`config.mk`:
```
export PLATFORM = sky130hd
export DESIGN_NAME = timer_compare
export DESIGN_NICKNAME = d
export VERILOG_FILES = /design/src/rtl/timer_compare.sv
export SDC_FILE = /design/constraint.sdc
export NUM_CORES = 1
export LEC_CHECK = 0
export ABC_AREA = 1
export BUFFER_PORTS_ARGS = -buffer_cell sky130_fd_sc_hd__buf_4
export CELL_PAD_IN_SITES_DETAIL_PLACEMENT = 0
export CELL_PAD_IN_SITES_GLOBAL_PLACEMENT = 1
export CORE_MARGIN = 2
export CORE_UTILIZATION = 41
export CTS_CLUSTER_SIZE = 8
export DETAILED_ROUTE_END_ITERATION = 8
export GPL_ROUTABILITY_DRIVEN = 1
export PLACE_DENSITY_LB_ADDON = 0.1
export SLEW_MARGIN = 20
export SYNTH_ARGS = -nofsm -noshare
export SYNTH_HDL_FRONTEND = slang
export SYNTH_SLANG_ARGS = --single-unit
```
`constraint.sdc`:
```
create_clock -name clk -period 2.68 [get_ports clk]
set_clock_uncertainty 0.05 [all_clocks]
set_input_delay 0.536 -clock clk [delete_from_list [all_inputs] [get_ports clk]]
set_output_delay 0.536 -clock clk [all_outputs]
set_load 0.02 [all_outputs]
```
`src/rtl/timer_compare.sv`:
```
// Compare/interrupt unit fed by the free-running timer count.
// One event per distinct count value; optional periodic compare advance.
module timer_compare #(
  parameter int CNT_W  = 32,
  parameter int MCNT_W = 8
) (
  input  logic             clk,
  input  logic             rst,
  input  logic [CNT_W-1:0] count_i,
  input  logic [1:0]       A,
  input  logic [31:0]      WD,
  input  logic             WE,
  output logic [31:0]      RD,
  output logic             irq
);

  logic [CNT_W-1:0]  cmp;
  logic [CNT_W-1:0]  period;
  logic [CNT_W-1:0]  count_prev;
  logic [2:0]        ctrl;
  logic              match;
  logic              overrun;
  logic [MCNT_W-1:0] mcount;

  logic en, periodic, ie;
  logic hit;
  logic wr_cmp, wr_per, wr_ctrl, wr_stat;
  logic clr_match, clr_ovr, clr_mcnt;
  logic [MCNT_W-1:0] mcount_inc;

  assign en       = ctrl[0];
  assign periodic = ctrl[1];
  assign ie       = ctrl[2];

  // a held count must not retrigger, so require a value change
  assign hit = en
             & (count_i == cmp)
             & (count_i != count_prev);

  assign wr_cmp  = WE & (A == 2'd0);
  assign wr_per  = WE & (A == 2'd1);
  assign wr_ctrl = WE & (A == 2'd2);
  assign wr_stat = WE & (A == 2'd3);

  assign clr_match = wr_stat & WD[0];
  assign clr_ovr   = wr_stat & WD[1];
  assign clr_mcnt  = wr_stat & WD[8];

  assign mcount_inc = (&mcount) ? mcount
                    : mcount + 1'b1;

  always_ff @(posedge clk) begin
    if (rst) begin
      cmp        <= '0;
      period     <= '0;
      count_prev <= '0;
      ctrl       <= '0;
      match      <= 1'b0;
      overrun    <= 1'b0;
      mcount     <= '0;
    end else begin
      count_prev <= count_i;

      if (wr_cmp)
        cmp <= WD[CNT_W-1:0];
      else if (hit && periodic)
        cmp <= cmp + period;

      if (wr_per)
        period <= WD[CNT_W-1:0];

      if (wr_ctrl)
        ctrl <= WD[2:0];

      if (hit)
        match <= 1'b1;
      else if (clr_match)
        match <= 1'b0;

      if (hit && match)
        overrun <= 1'b1;
      else if (clr_ovr)
        overrun <= 1'b0;

      if (hit)
        mcount <= clr_mcnt ? MCNT_W'(1)
                           : mcount_inc;
      else if (clr_mcnt)
        mcount <= '0;
    end
  end

  logic [31:0] stat_rd;

  assign stat_rd = (32'(mcount) << 8)
                 | {30'b0, overrun, match};

  always_comb begin
    RD = '0;
    unique case (A)
      2'd0: RD = 32'(cmp);
      2'd1: RD = 32'(period);
      2'd2: RD = {29'b0, ctrl};
      2'd3: RD = stat_rd;
    endcase
  end

  assign irq = match & ie;

endmodule

```
==> results of run 1 <==
==> worst paths after layout <==
| check | start | to | cells past startpoint |
|---|---|---|---|
| min reg2reg | period[30] | period[30] | 2 |
| max | A[0] | RD[23] | 6 |
| min | count_i[27] | count_prev[27] | 3 |
| max reg2reg | cmp[8] | cmp[25] | 11 |
==> cells by family (layout without fill, tap and decap cells) <==
| family | Yosys count | after routing | share of synthesized area [%] |
|---|---|---|---|
| xor gates and xnor gates | 49 | 49 | 5.29 |
| AOI/OAI and AO/OA | 176 | 176 | 11.6 |
| buffers and inverters | 260 | 359 | 12.4 |
| and+or+nand+nor | 760 | 760 | 38.6 |
| adders and majority gates | 33 | 33 | 5.18 |
| DFF | 109 | 109 | 26.9 |
==> registers in the layout, summed over array words and instances (netlist names) <==
| signal | count |
|---|---|
| match | 1 |
| count_prev | 32 |
| overrun | 1 |
| cmp | 32 |
| period | 32 |
| ctrl | 3 |
| mcount | 8 |
==> power by group through the flow <==
stage                     registers [mW]  logic [mW]  clock network, mW
final                               1.72       0.647               1.38
after global routing                1.73       0.721               1.46
after CTS                           1.72       0.646               1.40
after detailed placement            1.76       0.644                  0
after global placement              1.76       0.643                  0
after floorplan                     1.75       0.380                  0
==> cell usage in the layout (no fill, tap or decap), types with 3 or more instances in the layout <==
cell | netlist | routed
a21oi_1 | 90 | 90
buf_12 | 0 | 3
inv_2 | 13 | 13
ha_1 | 32 | 32
o21ai_0 | 55 | 55
xor2_1 | 10 | 10
buf_4 | 0 | 120
nand3_1 | 106 | 106
and2_1 | 5 | 5
o22ai_1 | 13 | 13
o221ai_1 | 9 | 9
nor3_1 | 14 | 14
or2_2 | 8 | 8
nand4_1 | 9 | 9
inv_1 | 206 | 206
nand3b_1 | 8 | 8
xnor2_1 | 39 | 39
nand2_2 | 2 | 3
nand2_1 | 463 | 462
o21ai_1 | 5 | 5
nor2_1 | 139 | 139
dfxtp_1 | 109 | 109
clkbuf_16 | 0 | 9
==> tightest hold or removal path, delay by kind of cell <==
kind                   cells  cell delay (ps)
buffers and inverters      2              130
and+or+nand+nor            1               70
==> per-layer routing <==
metal	vias to the layer above	global-route usage [%]	part of all wire, %
li1	4519	-	-
met5	-	0	0
met2	274	47.9	47
met3	53	4.24	5.3
met1	3930	36.2	44
met4	0	11.3	3.9
==> layout make-up <==
| class | count | area share, % |
|---|---|---|
| multi-input cells | 1018 | 51.8 |
| flip-flops and latches | 109 | 22.9 |
| inverters | 220 | 8.67 |
| repair buffers | 123 | 10.1 |
| well taps | 265 | 3.48 |
| clock buffers | 10 | 2.51 |
| clock inverters | 6 | 0.578 |
==> flow_summary_export.csv, run 1 <==
group,metric,value,unit
run_status,run_status,"completed",
power,p_seq_share,46.0,%
place,place_inst,1735,
clock_tree,cts-root-to-sink-buffers,2,
finish,antennaDiodeCount,0,
worst_setup_path,critical-path-top-delay-family,"buffers and inverters",
worst_setup_path,timing.critical_path.from_type,"input pin",
finish,multiInputGateArea,0.00493,mm2
finish,post_route_cells_drive_above_1_share,11.2,%
global_routing,global_route.usage.total,28.3,%
yosys,ys_seq_elements,109,
worst_hold_path,timing.hold.worst.class,"in2reg",
finish,design.final.nets,1583,
yosys,synthesis.area_per_instance,5.85,um2
yosys,ys_top_cells_by_area,"dfxtp_1 (27%), nand2_1 (21%), inv_1 (9.5%)",
place,place.detailed.hpwl,23000,um
yosys,netlist_top_cells_count,"nand2_1 (463), inv_1 (206), nor2_1 (139)",
die,die_w,145,um
clock_tree,clk_transition_reported_paths,80,ps
clock_tree,clock_tree.htree_level_count,3,
worst_setup_path,critical_path.max_stage_delay,550,ps
timing,final-max-slew-violation-count,0,
clock_tree,clock_tree_root,"clkbuf_16",
worst_setup_path,critPathArrivalTime,1860,ps
clock_tree,ctsResizeCount,0,
worst_setup_path,worst-setup-path-type,"in2out",
finish,area.sequential,0.00218,mm2
power,leakage,4.66,nW
clock_tree,post_cts_hold_buffer_count,0,
route,finalWirelength,29000,um
power,fin_total_pwr,3.75,mW
yosys,async_flop_share,0,%
place,finalWeightedCongestion,0.921,
timing,fin_hold_ws,351,ps
yosys,edff_count_synth,0,
route,number_of_violations_reported_at_the_end_of_detailed_routing_iteration_0,600,
die,floorplan.initialDensity,41.7,%
power,netSwitchingFraction,30.5,%
worst_setup_path,worst_path_max_delay_cell,"inv_1",
clock_tree,clock_latency,370,ps
timing,final_min_period_over_clock_period,91.3,%
yosys,synth_warnings,0,
power,power.density_cell_area,394,mW/mm2
finish,instances_no_fill,1751,
timing,fmaxAchievable,409,MHz
die,dieArea,0.0209,mm2
timing,rsz0062_at_grt,"no",
route,firstDrtPassIters,6,
timing,timing.slew.headroom,49.6,%
worst_setup_path,cp_num_buf_inv,4,
yosys,synth_sequential_area_ratio,26.9,%
timing,fin_tns_setup,0,ps
timing,report.final.hold_viol_count,0,
global_routing,pin_count_of_the_biggest_net_entering_global_routing,58,
worst_setup_path,cp_cell_sequence,"buf_4, inv_1, nor2_1, inv_1, o21ai_0, buf_4",
finish,fillerInstances,2155,
yosys,area_leader_netlist,"dfxtp_1",
global_routing,grt-ovfl-total,0,
finish,final_cell_area,0.00952,mm2
timing,finalWorstPathRequiredPeriod,2450,ps
worst_setup_path,worst-endpoint-required,2090,ps
yosys,most_instantiated_library_cell_after_synthesis,"nand2_1",
route,detailroute.via_count,8776,
die,coreArea,0.0195,mm2
worst_setup_path,r2r_setup_slack,280,ps
global_routing,first_pass_grt_wire_length,44600,um
yosys,synth_top_cell_area_share,26.9,%
global_routing,number_of_global_route_vias_before_repair,8254,
clock_tree,tritoncts,"done",
die,rows,51,
power,vdd.ir_drop.worst,313,uV
clock_tree,tritoncts.num_buffers,9,
die,die_height,145,um
clock_tree,post_cts_buffers,0,
power,clock_network_fraction_of_design_power,36.8,%
place,port_buffers,101,
yosys,post_synth_instance_area,0.00811,mm2
global_routing,number_of_antenna_violations_at_the_first_check_in_global_routing,0,
yosys,synth_cell_type_count,35,
finish,layout.core_utilization,48.9,%
worst_setup_path,worstPathMaxFanout,20,
route,routed_wire_length_per_instance,16.6,um
yosys,synthFlopType,"dfxtp_1",
timing,setup_viol,0,
timing,worst-slew-pin-transition,755,ps
power,total_switching_power,1.14,mW
yosys,syn-instance-count,1387,
finish,syn2layout_area_growth,17.4,%
yosys,synth_nets,1489,
route,drc,0,
run,cap_viol_max_count,0,
worst_setup_path,critical_path_capture_point_type,"output pin",
timing,final.setup.worst_slack,232,ps
place,pre_cts_slack,269,ps
power,comb_power_share,17.2,%
route,antenna_left,0,
die,ios,102,
place,post_dp_cell_area,0.00923,mm2
power,cell_internal_pwr,2.61,mW
clock_tree,cts_sinks,109,
route,via_density_per_instance,5.01,
No activity file was read; power rests on OpenSTA's default activity.
==> run 2: changes to the inputs <==
--- a/config.mk
+++ b/config.mk
@@ -14,6 +14,7 @@
 export CTS_CLUSTER_SIZE = 8
 export DETAILED_ROUTE_END_ITERATION = 8
 export GPL_ROUTABILITY_DRIVEN = 1
+export MAX_ROUTING_LAYER = met4
 export PLACE_DENSITY_LB_ADDON = 0.1
 export SLEW_MARGIN = 20
 export SYNTH_ARGS = -nofsm -noshare
==> run 2 against run 1 <==
  * Combinational power down 0.6%
  * Via count shrank 0.28%
  * Non-clock buffer count rose by 2
  * Final cell count grew 0.11%
  * Setup slack got worse by 11 ps
  * Clock-buffer cell count unchanged
  * Largest power group unchanged
  * Largest cell class unchanged
  * Worst hold slack gained 1.0 ps
  * Register-to-register slack got worse by 50 ps
  * Power increased by 2.2%
==> flow_summary_export.csv, run 2 (same netlist as run 1, synthesis figures left out) <==
group,metric,value,unit
clock_tree,cts_sinks,109,
finish,layout.core_utilization,49.0,%
die,coreArea,0.0195,mm2
power,total_switching_power,1.13,mW
place,finalWeightedCongestion,0.990,
global_routing,first_pass_grt_wire_length,44300,um
worst_setup_path,worst-setup-path-type,"in2out",
clock_tree,post_cts_hold_buffer_count,0,
place,port_buffers,101,
clock_tree,clock_tree_root,"clkbuf_16",
finish,mostFrequentLayoutCell,"nand2_1",
finish,antennaDiodeCount,0,
clock_tree,tritoncts,"done",
timing,finalWorstPathRequiredPeriod,2460,ps
power,cell_internal_pwr,2.70,mW
die,rows,51,
power,leakage,4.67,nW
worst_setup_path,timing.critical_path.from_type,"input pin",
timing,final_min_period_over_clock_period,91.7,%
global_routing,number_of_global_route_vias_before_repair,8040,
die,die_height,145,um
clock_tree,ctsResizeCount,0,
finish,post_route_cells_drive_above_1_share,11.4,%
power,vdd.ir_drop.worst,280,uV
place,pre_cts_slack,155,ps
power,power.density_cell_area,402,mW/mm2
power,comb_power_share,16.8,%
route,finalWirelength,29200,um
worst_setup_path,worst-endpoint-required,2090,ps
clock_tree,clock_tree.htree_level_count,3,
timing,fmaxAchievable,407,MHz
worst_setup_path,worstPathMaxFanout,23,
route,firstDrtPassIters,5,
worst_setup_path,critical_path_capture_point_type,"output pin",
timing,setup_viol,0,
clock_tree,cts-root-to-sink-buffers,2,
timing,final-max-slew-violation-count,0,
timing,rsz0062_at_grt,"no",
worst_setup_path,reg2reg_depth,12,
clock_tree,clock_latency,360,ps
die,floorplan.initialDensity,41.7,%
power,netSwitchingFraction,29.5,%
route,via_density_per_instance,4.99,
worst_hold_path,min_path_cells,3,
finish,syn2layout_area_growth,17.6,%
finish,fillerInstances,2156,
power,clock_network_fraction_of_design_power,38.2,%
route,drc,0,
global_routing,number_of_antenna_violations_at_the_first_check_in_global_routing,0,
finish,design.final.nets,1585,
finish,largest_registers,"cmp (32), count_prev (32), period (32)",
place,place.detailed.hpwl,23400,um
finish,instances_no_fill,1753,
finish,layout.cells.most_common_list,"nand2_1 (462), inv_1 (206), nor2_1 (139), buf_4 (124), dfxtp_1 (109)",
route,routed_wire_length_per_instance,16.7,um
worst_hold_path,timing.hold.worst.class,"in2reg",
power,p_seq_share,45.0,%
timing,fin_hold_ws,352,ps
run,cap_viol_max_count,0,
timing,final.setup.worst_slack,222,ps
route,antenna_left,0,
die,ios,102,
timing,report.final.hold_viol_count,0,
route,number_of_violations_reported_at_the_end_of_detailed_routing_iteration_0,529,
global_routing,pin_count_of_the_biggest_net_entering_global_routing,53,
run_status,run_status,"completed",
worst_setup_path,critPathArrivalTime,1870,ps
global_routing,grt-ovfl-total,0,
clock_tree,tritoncts.num_buffers,9,
timing,fin_tns_setup,0,ps
route,detailroute.via_count,8751,
timing,worst-slew-pin-transition,852,ps
place,place_inst,1737,
clock_tree,clk_transition_reported_paths,80,ps
timing,timing.slew.headroom,43.1,%
global_routing,global_route.usage.total,29.1,%
die,dieArea,0.0209,mm2
clock_tree,post_cts_buffers,0,
die,die_w,145,um
## run 2: cell types whose count changed in the layout (fill, tap and decap cells not counted)
cell / before / now
buf_4: 120 / 124
inv_6: 0 / 3
buf_12: 3 / 1
clkinvlp_4: 2 / 0
bufinv_16: 0 / 1
clkinv_4: 2 / 1
inv_8: 2 / 1
## run 2: final timing paths
kind                                   from              to  slack, ps
worst max-delay path                   A[1]          RD[13]        220
worst min-delay path            count_i[27]  count_prev[27]        350
worst min register to register      ctrl[2]         ctrl[2]        430
worst max register to register      cmp[24]         cmp[29]        230
## run 2: power groups by stage
stage	logic, mW	registers (mW)	clock network, mW
after floorplan	0.380	1.75	0
after global placement	0.640	1.76	0
after detailed placement	0.640	1.76	0
after CTS	0.643	1.73	1.49
after global routing	0.714	1.73	1.55
final	0.643	1.73	1.47
## run 2: stage by stage
stage	cell area (um2)	total power, mW
2_1_floorplan	8110	2.13
4_1_cts	9540	3.86
6_report	9540	3.84
3_3_place_gp	9220	2.40
5_1_grt	9540	4.00
3_5_place_dp	9220	2.40
## run 2: critical path, cell delays in order
cell and delay, ps:
buf_4 100, nor2_1 50, inv_1 610, o221ai_1 320
buf_4 240
## run 2: final cells by class
class / instances / area (um2) / area share, %
Sequential cell: 109 / 2180 / 22.9
Clock buffer: 10 / 239 / 2.51
Multi-Input combinational cell: 1018 / 4930 / 51.7
Timing Repair Buffer: 125 / 951 / 9.97
Tap cell: 265 / 332 / 3.48
Clock inverter: 6 / 76.3 / 0.800
Inverter: 220 / 826 / 8.66
## run 2: per-layer routing
| layer | vias up | track usage (%) | share of wire, % |
|---|---|---|---|
| li1 | 4526 | - | - |
| met1 | 3895 | 35.9 | 44 |
| met2 | 271 | 47.2 | 46 |
| met3 | 59 | 3.65 | 5.0 |
| met4 | 0 | 14.2 | 5.0 |
| met5 | - | - | 0 |
==> run 3: changes to the inputs <==
--- a/config.mk
+++ b/config.mk
@@ -5,12 +5,12 @@
 export SDC_FILE = /design/constraint.sdc
 export NUM_CORES = 1
 export LEC_CHECK = 0
-export ABC_AREA = 1
+export ABC_AREA = 0
 export BUFFER_PORTS_ARGS = -buffer_cell sky130_fd_sc_hd__buf_4
 export CELL_PAD_IN_SITES_DETAIL_PLACEMENT = 0
 export CELL_PAD_IN_SITES_GLOBAL_PLACEMENT = 1
 export CORE_MARGIN = 2
-export CORE_UTILIZATION = 41
+export CORE_UTILIZATION = 43
 export CTS_CLUSTER_SIZE = 8
 export DETAILED_ROUTE_END_ITERATION = 8
 export GPL_ROUTABILITY_DRIVEN = 1
@@ -20,3 +20,4 @@
 export SYNTH_ARGS = -nofsm -noshare
 export SYNTH_HDL_FRONTEND = slang
 export SYNTH_SLANG_ARGS = --single-unit
+export TNS_END_PERCENT = 5
==> run 3 against run 2 <==
  * Clock-buffer cell count is 1 higher
  * Critical path type is now reg2reg
  * Combinational power decreased by 3.3%
  * Critical endpoint is now mcount[5]
  * First-iteration DRC count fell by 5.5%
  * Highest routed layer unchanged
  * Core utilization up 7.2 points
  * Routed wire length is 26% lower
  * Largest power group unchanged
==> flow_summary_export.csv, run 3 <==
group,metric,value,unit
die,die_height,129,um
yosys,post_synth_instance_area,0.00668,mm2
worst_setup_path,worstPathMaxFanout,4,
worst_setup_path,critPathArrivalTime,2830,ps
clock_tree,tritoncts.num_buffers,9,
run_status,run_status,"completed",
timing,timing.slew.headroom,70.4,%
global_routing,pin_count_of_the_biggest_net_entering_global_routing,35,
clock_tree,clk_transition_reported_paths,80,ps
clock_tree,clock_tree.htree_level_count,3,
yosys,most_instantiated_library_cell_after_synthesis,"nand2_1",
place,place.detailed.hpwl,16400,um
route,routed_wire_length_per_instance,18.7,um
timing,setup_viol,0,
clock_tree,cts_sinks,109,
worst_setup_path,worst-setup-path-type,"reg2reg",
yosys,syn-instance-count,818,
power,power.density_cell_area,443,mW/mm2
worst_setup_path,regToRegStartpoint,"cmp[11]",
timing,report.final.hold_viol_count,0,
route,number_of_violations_reported_at_the_end_of_detailed_routing_iteration_0,500,
worst_setup_path,cp_num_buf_inv,0,
timing,rsz0062_at_grt,"yes",
worst_hold_path,hold_start,"WD[19]",
yosys,synth_top_cell_area_share,32.7,%
finish,syn2layout_area_growth,27.9,%
worst_setup_path,critPathLaunch,"cmp[11]",
route,detailroute.via_count,6501,
finish,instances_no_fill,1156,
yosys,synth_cell_type_count,56,
worst_setup_path,critical_path_capture_point_type,"flip-flop",
timing,fmaxAchievable,385,MHz
yosys,synthesis.area_per_instance,8.16,um2
route,finalWirelength,21700,um
timing,finalWorstPathRequiredPeriod,2600,ps
clock_tree,clock_latency,360,ps
die,coreArea,0.0152,mm2
global_routing,global_route.usage.total,26.8,%
finish,antennaDiodeCount,0,
place,finalWeightedCongestion,0.937,
finish,layout.cells.most_common_list,"buf_4 (172), nand2_1 (111), dfxtp_1 (108), xor2_1 (70), a21oi_1 (65)",
timing,final-max-slew-violation-count,0,
global_routing,grt-ovfl-total,0,
yosys,synth_warnings,0,
yosys,ys_top_cells_by_area,"dfxtp_1 (33%), xor2_1 (9.2%), mux2i_1 (6.3%)",
place,port_buffers,101,
die,die_w,129,um
clock_tree,tritoncts,"done",
yosys,edff_count_synth,0,
yosys,synth_nets,920,
worst_setup_path,worst_path_max_delay_cell,"dfxtp_1",
place,place_inst,1138,
route,firstDrtPassIters,5,
finish,mostFrequentLayoutCell,"buf_4",
global_routing,first_pass_grt_wire_length,33000,um
timing,final_min_period_over_clock_period,96.9,%
finish,largest_registers,"cmp (32), count_prev (32), period (32)",
global_routing,number_of_global_route_vias_before_repair,6064,
route,antenna_left,0,
die,dieArea,0.0165,mm2
run,cap_viol_max_count,0,
worst_hold_path,timing.hold.worst.class,"in2reg",
yosys,async_flop_share,0,%
finish,post_route_cells_drive_above_1_share,22.7,%
yosys,ys_seq_elements,109,
clock_tree,post_cts_hold_buffer_count,0,
worst_setup_path,worst-endpoint-required,2920,ps
yosys,netlist_top_cells_count,"nand2_1 (111), dfxtp_1 (109), xor2_1 (70)",
route,drc,0,
die,rows,45,
global_routing,number_of_antenna_violations_at_the_first_check_in_global_routing,0,
clock_tree,cts-root-to-sink-buffers,2,
worst_setup_path,cp_cell_sequence,"xor2_1, nor4_1, nand4b_1, or4_4, nor2_4, nand2_2, or4_1, a21oi_1",
power,leakage,3.61,nW
power,vdd.ir_drop.worst,374,uV
yosys,synthFlopType,"dfxtp_1",
timing,fin_tns_setup,0,ps
finish,design.final.nets,1065,
clock_tree,clock_tree_root,"clkbuf_16",
yosys,area_leader_netlist,"dfxtp_1",
die,floorplan.initialDensity,43.9,%
timing,worst-slew-pin-transition,444,ps
worst_setup_path,timing.critical_path.from_type,"flip-flop",
route,via_density_per_instance,5.62,
power,fin_total_pwr,3.78,mW
yosys,synth_sequential_area_ratio,32.7,%
worst_setup_path,critical-path-top-delay-family,"simple AND/OR/NAND/NOR gates",
worst_setup_path,critical_path.max_stage_delay,550,ps
die,ios,102,
[run 3: changes by cell type after synthesis, sizes merged, moves of 12 or more]
cell,change
a21oi,-24
mux2i,+42
xor2,+60
inv,-205
xnor2,-17
nand3,-88
nand2,-354
nor4,+21
a22oi,+18
o21ai,-16
nor2,-80
nor2b,+36
o22ai,-12
[run 3: timing repair]
item	in CTS	in global routing
pin swaps	2	5
setup endpoints to repair	3	19
buffers inserted	0	2
endpoints found under the hold margin	0	0
cloned	0	0
resized for setup	4	23
[run 3: kinds of logic after synthesis]
| logic type | count (synthesis) | synth area share [%] |
|---|---|---|
| xor gates and xnor gates | 92 | 12.1 |
| DFF | 109 | 32.7 |
| adders and majority gates | 33 | 6.30 |
| and+or+nand+nor | 299 | 21.7 |
| buffers and inverters | 54 | 3.13 |
| muxes | 44 | 6.97 |
| AOI/OAI and AO/OA | 187 | 17.2 |
[run 3: where the power goes]
part / switching [mW] / internal, mW / leakage, nW
sequential: 0.0529 / 1.68 / 0.893
clock: 0.672 / 0.755 / 0.146
combinational: 0.340 / 0.282 / 2.57
total: 1.07 / 2.72 / 3.61
[run 3: per-stage QoR]
stage	instance area (um2)	hold slack [ps]	utilization (%)	setup WS, ps
floorplan	6680	395	-	91.4
global placement	8080	415	53.2	-55.0
detailed placement	8080	422	53.2	-103
CTS	8410	364	55.3	14.8
global route	8540	368	56.2	-35.7
finish	8540	371	56.2	83.4
[run 3: per-layer routing]
| layer | vias up | track usage, % | part of all wire (%) |
|---|---|---|---|
| li1 | 3179 | - | - |
| met2 | 220 | 41.2 | 45 |
| met4 | 0 | 9.59 | 2.1 |
| met5 | - | - | 0 |
| met1 | 3076 | 36.4 | 47 |
| met3 | 26 | 3.04 | 5.5 |
[run 3: layout make-up]
| type | instances | area, um2 |
|---|---|---|
| Fill cell | 1439 | 6660 |
| Tap cell | 188 | 235 |
| Clock inverter | 5 | 60.1 |
| Timing Repair Buffer | 174 | 1330 |
| Multi-Input combinational cell | 655 | 4430 |
| Inverter | 14 | 52.6 |
| Sequential cell | 109 | 2180 |
| Clock buffer | 11 | 243 |
[run 3: worst paths after layout]
| check | endpoint | slack (ps) | cells past startpoint |
|---|---|---|---|
| worst min register to register | period[25] | 430 | 2 |
| worst max-delay path | mcount[5] | 80 | 8 |
| worst max register to register | mcount[5] | 80 | 8 |
| worst min-delay path | cmp[19] | 370 | 3 |
[run 3: worst reg2reg max path, delay by kind of cell (launching register included)]
family | cells | cell delay, ps
compound gates | 1 | 160
xor+xnor | 1 | 140
simple gates | 6 | 1630
flops | 1 | 550
